[src/rtl/coin_pkg.sv]
// Shared definitions for the coin-tube scan reader and the display self-test.
package coin_pkg;

  localparam int LEVEL_W   = 9;
  localparam int MAX_LEVEL = 8;

  localparam logic [3:0] SEL_C50  = 4'b1000;
  localparam logic [3:0] SEL_C20  = 4'b0100;
  localparam logic [3:0] SEL_C10  = 4'b0010;
  localparam logic [3:0] SEL_C5   = 4'b0001;
  localparam logic [3:0] SEL_IDLE = 4'b0000;

  typedef enum logic [1:0] {
    ST_IDLE,
    ST_SETTLE,
    ST_SAMPLE,
    ST_COMMIT
  } scanState_t;

  // Step the one-hot selector C50 -> C20 -> C10 -> C5 -> C50
  function automatic logic [3:0] nextSel(input logic [3:0] sel);
    return {sel[0], sel[3:1]};
  endfunction

endpackage

[src/rtl/therm_enc.sv]
// Thermometer decoder: turns a 9-bit level code into a count 0..8 plus a legality flag.
module therm_enc
  import coin_pkg::*;
(
  input  logic [LEVEL_W-1:0] i_f,
  output logic [3:0]         o_n,
  output logic               o_ok
);

  // Only the contiguous low-filled codes (1<<n)-1 for n=0..8 are legal; all ones is not
  always_comb begin
    o_n  = 4'd0;
    o_ok = 1'b0;
    for (int k = 0; k <= MAX_LEVEL; k++) begin
      if (i_f == LEVEL_W'((1 << k) - 1)) begin
        o_n  = 4'(k);
        o_ok = 1'b1;
      end
    end
  end

endmodule

[src/rtl/tube_scan_enc.sv]
// Coin-tube level scanner: walks the tube selector, debounces each thermometer reading
// and keeps the last accepted count per denomination.
module tube_scan_enc
  import coin_pkg::*;
#(
  parameter int DWELL     = 4,
  parameter int STABLE    = 2,
  parameter int MAX_TRIES = 8
) (
  input  logic               i_clk,
  input  logic               i_rst,
  input  logic               i_en,
  input  logic [LEVEL_W-1:0] i_f,
  output logic [3:0]         o_s,
  output logic [LEVEL_W-1:0] o_c50,
  output logic [LEVEL_W-1:0] o_c20,
  output logic [LEVEL_W-1:0] o_c10,
  output logic [LEVEL_W-1:0] o_c5,
  output logic [3:0]         o_err,
  output logic               o_valid,
  output logic               o_scanDone
);

  localparam int CNT_W = 8;

  scanState_t         r_state;
  logic [3:0]         r_s;
  logic [3:0]         r_err;
  logic [3:0]         r_accepted;
  logic [LEVEL_W-1:0] r_c50;
  logic [LEVEL_W-1:0] r_c20;
  logic [LEVEL_W-1:0] r_c10;
  logic [LEVEL_W-1:0] r_c5;
  logic [LEVEL_W-1:0] r_last;
  logic               r_valid;
  logic               r_scanDone;
  logic               r_pass;
  logic [CNT_W-1:0]   r_dwell;
  logic [CNT_W-1:0]   r_match;
  logic [CNT_W-1:0]   r_tries;
  logic [3:0]         r_level;

  logic [3:0]         w_n;
  logic               w_ok;
  logic [CNT_W-1:0]   w_matchNext;
  logic [CNT_W-1:0]   w_triesNext;
  logic [3:0]         w_acceptedNext;

  therm_enc u_thermEnc (
    .i_f  (i_f),
    .o_n  (w_n),
    .o_ok (w_ok)
  );

  // Debounce bookkeeping for the sample seen this cycle: a repeat extends the run, a new
  // legal level starts a fresh run of one, an illegal code breaks the run
  always_comb begin
    w_matchNext = '0;
    if (w_ok) begin
      w_matchNext = (i_f == r_last) ? r_match + CNT_W'(1) : CNT_W'(1);
    end
    w_triesNext    = r_tries + CNT_W'(1);
    w_acceptedNext = r_accepted | r_s;
  end

  // Scan sequencer: select a tube, let the return path settle, debounce, then commit
  always_ff @(posedge i_clk) begin
    if (i_rst) begin
      r_state    <= ST_IDLE;
      r_s        <= SEL_IDLE;
      r_err      <= '0;
      r_accepted <= '0;
      r_c50      <= '0;
      r_c20      <= '0;
      r_c10      <= '0;
      r_c5       <= '0;
      r_last     <= '0;
      r_valid    <= 1'b0;
      r_scanDone <= 1'b0;
      r_pass     <= 1'b0;
      r_dwell    <= '0;
      r_match    <= '0;
      r_tries    <= '0;
      r_level    <= '0;
    end else begin
      r_scanDone <= 1'b0;
      case (r_state)
        ST_IDLE: begin
          r_s <= SEL_IDLE;
          if (i_en) begin
            r_s     <= SEL_C50;
            r_state <= ST_SETTLE;
          end
        end
        ST_SETTLE: begin
          r_match <= '0;
          r_tries <= '0;
          r_last  <= '0;
          if (r_dwell == CNT_W'(DWELL - 1)) begin
            r_dwell <= '0;
            r_state <= ST_SAMPLE;
          end else begin
            r_dwell <= r_dwell + CNT_W'(1);
          end
        end
        ST_SAMPLE: begin
          r_match <= w_matchNext;
          r_tries <= w_triesNext;
          r_last  <= i_f;
          r_level <= w_n;
          if (w_matchNext >= CNT_W'(STABLE)) begin
            r_pass  <= 1'b1;
            r_state <= ST_COMMIT;
          end else if (w_triesNext >= CNT_W'(MAX_TRIES)) begin
            r_pass  <= 1'b0;
            r_state <= ST_COMMIT;
          end
        end
        ST_COMMIT: begin
          if (r_pass) begin
            case (r_s)
              SEL_C50: r_c50 <= LEVEL_W'(r_level);
              SEL_C20: r_c20 <= LEVEL_W'(r_level);
              SEL_C10: r_c10 <= LEVEL_W'(r_level);
              SEL_C5:  r_c5  <= LEVEL_W'(r_level);
              default: ;
            endcase
            r_err      <= r_err & ~r_s;
            r_accepted <= w_acceptedNext;
            r_valid    <= r_valid | (&w_acceptedNext);
          end else begin
            r_err <= r_err | r_s;
          end
          if (r_s == SEL_C5) begin
            r_scanDone <= 1'b1;
          end
          if (i_en) begin
            r_s     <= nextSel(r_s);
            r_state <= ST_SETTLE;
          end else begin
            r_s     <= SEL_IDLE;
            r_state <= ST_IDLE;
          end
        end
        default: r_state <= ST_IDLE;
      endcase
    end
  end

  assign o_s        = r_s;
  assign o_c50      = r_c50;
  assign o_c20      = r_c20;
  assign o_c10      = r_c10;
  assign o_c5       = r_c5;
  assign o_err      = r_err;
  assign o_valid    = r_valid;
  assign o_scanDone = r_scanDone;

endmodule

[config.mk]
export PLATFORM = sky130hd
export DESIGN_NAME = tube_scan_enc
export DESIGN_NICKNAME = d
export VERILOG_FILES = /design/src/rtl/coin_pkg.sv /design/src/rtl/therm_enc.sv /design/src/rtl/tube_scan_enc.sv
export SDC_FILE = /design/constraint.sdc
export NUM_CORES = 1
export LEC_CHECK = 0
export CAP_MARGIN = 20
export CORE_AREA = 2 2 104 106
export DETAILED_ROUTE_END_ITERATION = 12
export DIE_AREA = 0 0 106 108
export SLEW_MARGIN = 20
export SYNTH_ARGS = -nofsm -noshare
export SYNTH_HDL_FRONTEND = slang
export SYNTH_SLANG_ARGS = --single-unit
[constraint.sdc]
create_clock -name i_clk -period 2.2 [get_ports i_clk]
set_input_delay 0.33 -clock i_clk [delete_from_list [all_inputs] [get_ports i_clk]]
set_output_delay 0.33 -clock i_clk [all_outputs]
set_load 0.05 [all_outputs]
# --- Yosys cells after proc, flatten, opt, wreduce, memory -nomap -nowiden ---
# Cells that the tools add are included.
word_totals:
  in_bits: 12
  word_cells: 97
  register_bits: 70
  output_inout_bits: 46
classes:
  reduce_logical: 14
  muxes: 36
  eq_ne: 20
  n_lt_le_gt_ge: 2
  bitwise: 6
  add_sub_neg: 3
ops:
  columns: ["operator", "n"]
  rows:
  - ["8-bit one-hot mux with 2 select lines", 2]
  - ["8-bit by 1-bit adder with 8-bit output, second input constant", 3]
  - ["8-bit 2-to-1 mux", 3]
  - ["9-bit one-hot mux with 2 select lines", 1]
  - ["4-bit 2-to-1 mux", 4]
  - ["3-bit AND reduction", 5]
  - ["1-bit 2-to-1 mux", 14]
  - ["2-bit 2-to-1 mux", 6]
  - ["3-bit 2-to-1 mux", 4]
  - ["9-bit by 1-bit == test with 1-bit output, second input constant", 1]
  - ["9-bit by 2-bit == test with 1-bit output, second input constant", 1]
  - ["9-bit by 3-bit == test with 1-bit output, second input constant", 1]
  - ["9-bit by 4-bit == test with 1-bit output, second input constant", 1]
  - ["9-bit by 5-bit == test with 1-bit output, second input constant", 1]
  - ["9-bit by 6-bit == test with 1-bit output, second input constant", 1]
  - ["9-bit by 7-bit == test with 1-bit output, second input constant", 1]
  - ["9-bit by 8-bit == test with 1-bit output, second input constant", 1]
  - ["9-bit == test", 1]
  - ["9-bit zero test", 1]
  - ["8-bit by 2-bit == test with 1-bit output, second input constant", 1]
  - ["8-bit by 2-bit >= comparator with 1-bit output, second input constant", 1]
  - ["8-bit by 4-bit >= comparator with 1-bit output, second input constant", 1]
  - ["4-bit bitwise OR", 2]
  - ["2-bit one-hot mux with 4 select lines", 1]
  - ["18 further kinds", 23]

# --- Longest topological paths before layout ---
depth:
  word_depth: 14
  ltp_mapped: 8
  depth_no_buf: 7

# --- Hierarchy ---
# Synthesis repeated with hierarchy kept, for this count alone.
hier_totals:
  cells_unflattened: 417
  hier_area_um2: 3512.1
by_module_without_submodules:
  columns: ["module", "n_inst", "area_per_inst_um2", "cells_each", "seq_area_each_um2"]
  rows:
  - ["tube_scan_enc", 1, 3347.0, 389, 1401.3]
  - ["therm_enc", 1, 165.2, 28, 0.0]

# --- Least setup slack after synthesis ---
# No wires, ideal clock.
synth_timing:
  path_type: "flip-flop to flip-flop"
  startpoint: "reg r_s[2], in the netlist o_s[2]"
  endpoint: "reg r_c20[0], in the netlist o_c20[0]"
  path_buffers: 0
  setup_slack_ns: 0.230
  setup_time_ns: 0.128
  required_ns: 2.072
  arrival_time_ns: 1.843
  path_stages_with_launch: 5
  synth_period_minus_slack_ns: 1.970
  path_cell_list: "dfxtp_1 -> nand2_1 -> nor4_1 -> mux2i_1 -> nor2_1"
synth_via:
  elab_chain_cells: 2
synth_rtl:
  columns: ["item", "line", "text"]
  rows:
  - ["start: declaration", "tube_scan_enc.sv:27", "logic [3:0] r_s;"]
  - ["start signal: assignment", "tube_scan_enc.sv:138", "r_s <= nextSel(r_s);"]
  - ["4-bit by 3-bit == test with 1-bit output", "tube_scan_enc.sv:121", "case (r_s)"]
  - ["3-bit AND reduction (no source line)", null, null]
  - ["end signal: assignment", "tube_scan_enc.sv:123", "SEL_C20: r_c20 <= LEVEL_W'(r_level);"]
  - ["end: declaration", "tube_scan_enc.sv:31", "logic [LEVEL_W-1:0] r_c20;"]
# No other way between the ends.
# A chain may end at the register's enable or synchronous reset.

# --- Final worst setup path ---
layout_timing:
  startpoint: "in i_f[7]"
  endpoint: "reg r_match[2]"
layout_via:
  elab_chain_cells: 12
  elab_cells_between_ends: 22
  classes_between: "eq/ne (9); mux (12); reduce/logical (1)"
layout_rtl:
  columns: ["item", "line", "text"]
  rows:
  - ["start: declaration", "tube_scan_enc.sv:13", "input logic [LEVEL_W-1:0] i_f,"]
  - ["9-bit zero test", "therm_enc.sv:15", "if (i_f == LEVEL_W'((1 << k) - 1)) begin"]
  - ["1-bit 2-to-1 mux (9 in a row)", "therm_enc.sv:15", null]
  - ["8-bit 2-to-1 mux *", "tube_scan_enc.sv:59", "if (w_ok) begin"]
  - ["8-bit one-hot mux with 2 select lines *", "tube_scan_enc.sv:87", "case (r_state)"]
  - ["end signal: assignment", "tube_scan_enc.sv:107", "r_match <= w_matchNext;"]
  - ["end: declaration", "tube_scan_enc.sv:39", "logic [CNT_W-1:0] r_match;"]
# Mark *: on every way between the ends. The rest lies on a longest branch, timed or not.

==> out/metrics.yaml <==
clock_network:
  cts_buffer_depth: 2
  clk_pin_slew_ns: 0.09
  htreeDepth: 3
  cts_root_buf: "clkbuf_8"
  cts_buffers: 9
  clock_latency_ns: 0.35
  post_cts_hold_buffer_count: 0
  cts_tree: "built"
  clock-sinks: 70
logic_synthesis:
  yosysSeqAreaShare_pct: 40.0
  synth_seq_cells: 70
  yosysUniqueCellTypes: 56
  synth_edf_count: 0
  synth_ff_type: "dfxtp_1"
  netlist_instances: 416
  syn_avg_cell_area_um2: 8.42
  yosys.area.top_type_share_pct: 40.0
  ys_warn_count: 0
  async_reset_ff_share_pct: 0
  synthTopCellsByArea: "dfxtp_1 40%, nor2_1 7.4%, mux2i_1 5.4%"
  synth_top_cell_by_area: "dfxtp_1"
  syn_area_um2: 3500
  synthTopCellsByCount: "70 x dfxtp_1, 69 x nor2_1, 36 x nand2_1"
  synth.most_common_cell: "dfxtp_1"
sta:
  slew_viol_final: 0
  fin_crit_sh_pct: 95.4
  slew_headroom_pct: 51.1
  fin_skew_ns: 0.0107
  max_freq_mhz: 476
  period_minus_slack_ns: 2.10
  hold_viol_final: 0
  rsz0062_at_grt: "no"
  worstMarginPinSlew_ns: 0.732
  setup_viol: 0
power_and_ir_drop:
  netSwitchingFraction_pct: 36.9
  power_density_nw_per_um2: 791
  vdd_ir_drop_max_v: 0.000336
  clock_power_share_pct: 28.8
  power_switching_w: 0.00124
  p_total_w: 0.00337
  p_leak_nw: 1.69
  combPwrFrac_pct: 30.1
  internal_power_w: 0.00213
  sequentialPowerShare_pct: 41.2
grt:
  grt_antenna_before_repair: 0
  grt_max_degree: 40
  overflow: 0
  grt_util_all_layers_pct: 14.2
  grt_pass1_wl_mm: 13.1
  first_global_vias: 2834
finish:
  final_layout_size_suffix_gt1_share_pct: 13.0
  diodes: 0
  final_cells: 613
  area_growth_pct: 21.8
  nNetsFinal: 493
  finish.utilization_pct: 41.7
detailed_routing:
  dr.pass1.iters: 5
  vias: 3004
  antenna_left: 0
  wirelength_mm: 7.75
  drt_iter0_drc: 120
  drc_errors: 0
  wire_per_inst_um: 12.6
  routed_via_density: 4.90
placed_design:
  io_buffers: 37
  dp_cells: 597
  dp_hpwl_mm: 5.59
  gp_congestion: 0.800
critical_path:
  cpPeakStageDelay_ns: 0.56
  crit_path_top_delay_cell: "or4_4"
  endpoint_kind: "flop"
  critPathKind: "input port to flop"
  cp_cell_sequence: "clkdlybuf4s50_1 > xor2_1 > nor4_2 > nand4_1 > or4_4 > nor2_4 > a22o_1"
  critPathRequiredTime_ns: 2.48
  cp.arrival_ns: 2.38
  crit_family: "simple AND/OR/NAND/NOR gates"
  path_buf_inv: 1
  cp_max_fo: 6
  crit_path_start_kind: "input port"
floorplanning:
  start_util_pct: 34.2
  die_w_um: 106
  rows: 37
  core_area_um2: 10200
  dieHeight_um: 108
  die_area_um2: 11400
  ios: 58
worst_hold_path:
  min_path_type: "input port to flop"
job:
  maxCapViolCount: 0
outcome:
  status: "complete, no violations"
## state kept, by name (all words and copies together), names as in the netlist, 8 cells and up, named ones only
| name | flops |
|---|---|
| r_last | 9 |
| r_dwell | 8 |
| r_match | 8 |
| r_tries | 8 |
## power by group through the flow
stage | clock network [W] | registers (W) | logic (W)
after global placement | 0 | 0.00142 | 0.000996
after CTS | 0.000994 | 0.00139 | 0.00101
after floorplan | 0 | 0.00143 | 0.000730
after global routing | 0.00106 | 0.00140 | 0.00111
after detailed placement | 0 | 0.00142 | 0.00100
final | 0.000971 | 0.00139 | 0.00101
## final timing paths
kind,startpoint,endpoint,slack [ns],depth (start not counted)
setup / recovery,i_f[7],r_match[2],0.10,7
hold / removal,i_rst,r_accepted[1],0.39,2
setup reg to reg,r_match[0],r_state[0],0.20,7
hold reg to reg,r_accepted[0],r_accepted[0],0.48,2
## cells in the final DEF, fill, tap and decap left out, types with 7 or more instances in the layout
cell type	n
clkbuf_8	10
nor3_1	13
clkdlybuf4s50_1	36
a21oi_1	27
nor2_1	68
inv_1	10
dfxtp_1	70
conb_1	20
nand3_1	9
a22oi_1	13
mux2i_1	19
xor2_1	12
ha_1	8
o21ai_0	7
buf_4	29
nand2_1	36
## kinds of logic after synthesis
family | share of synthesized area, %
AOI/OAI and AO/OA | 14.9
xor gates and xnor gates | 4.25
adders and majority gates | 3.22
buffers and inverters | 8.33
DFF | 40.0
muxes | 5.43
other | 0.107
and+or+nand+nor | 23.7
## routing by layer
layer,track usage [%],part of all wire (%)
met2,23.7,48
met3,2.35,3.2
met1,17.8,47
met4,6.95,1.9
met5,0,0
## area by class of cell
| type | instances | area (um2) |
|---|---|---|
| fillers | 1048 | 5970 |
| multi-input cells | 315 | 1890 |
| flip-flops and latches | 70 | 1400 |
| repair buffers | 66 | 583 |
| well taps | 136 | 170 |
| clock buffers | 10 | 138 |
| clock inverters | 6 | 45.0 |
| inverters | 10 | 37.5 |
## metrics by stage
| step | hold WS [ns] | setup slack (ns) | TNS (ns) | cell area, um2 |
|---|---|---|---|---|
| after global placement | 0.448 | -0.211 | -1.27 | 4070 |
| after detailed placement | 0.457 | -0.288 | -2.06 | 4070 |
| after floorplan | 0.437 | 0.230 | 0 | 3570 |
| after global routing | 0.403 | 0.0188 | 0 | 4270 |
| final | 0.388 | 0.100 | 0 | 4270 |
| after CTS | 0.388 | 0.0565 | 0 | 4250 |
## timing repair
item | 4_1_cts | 5_1_grt
gates resized for setup | 0 | 3
buffers inserted | 0 | 0
setup endpoints to repair | 0 | 6
Note: power is estimated with default switching activity, not from simulation.
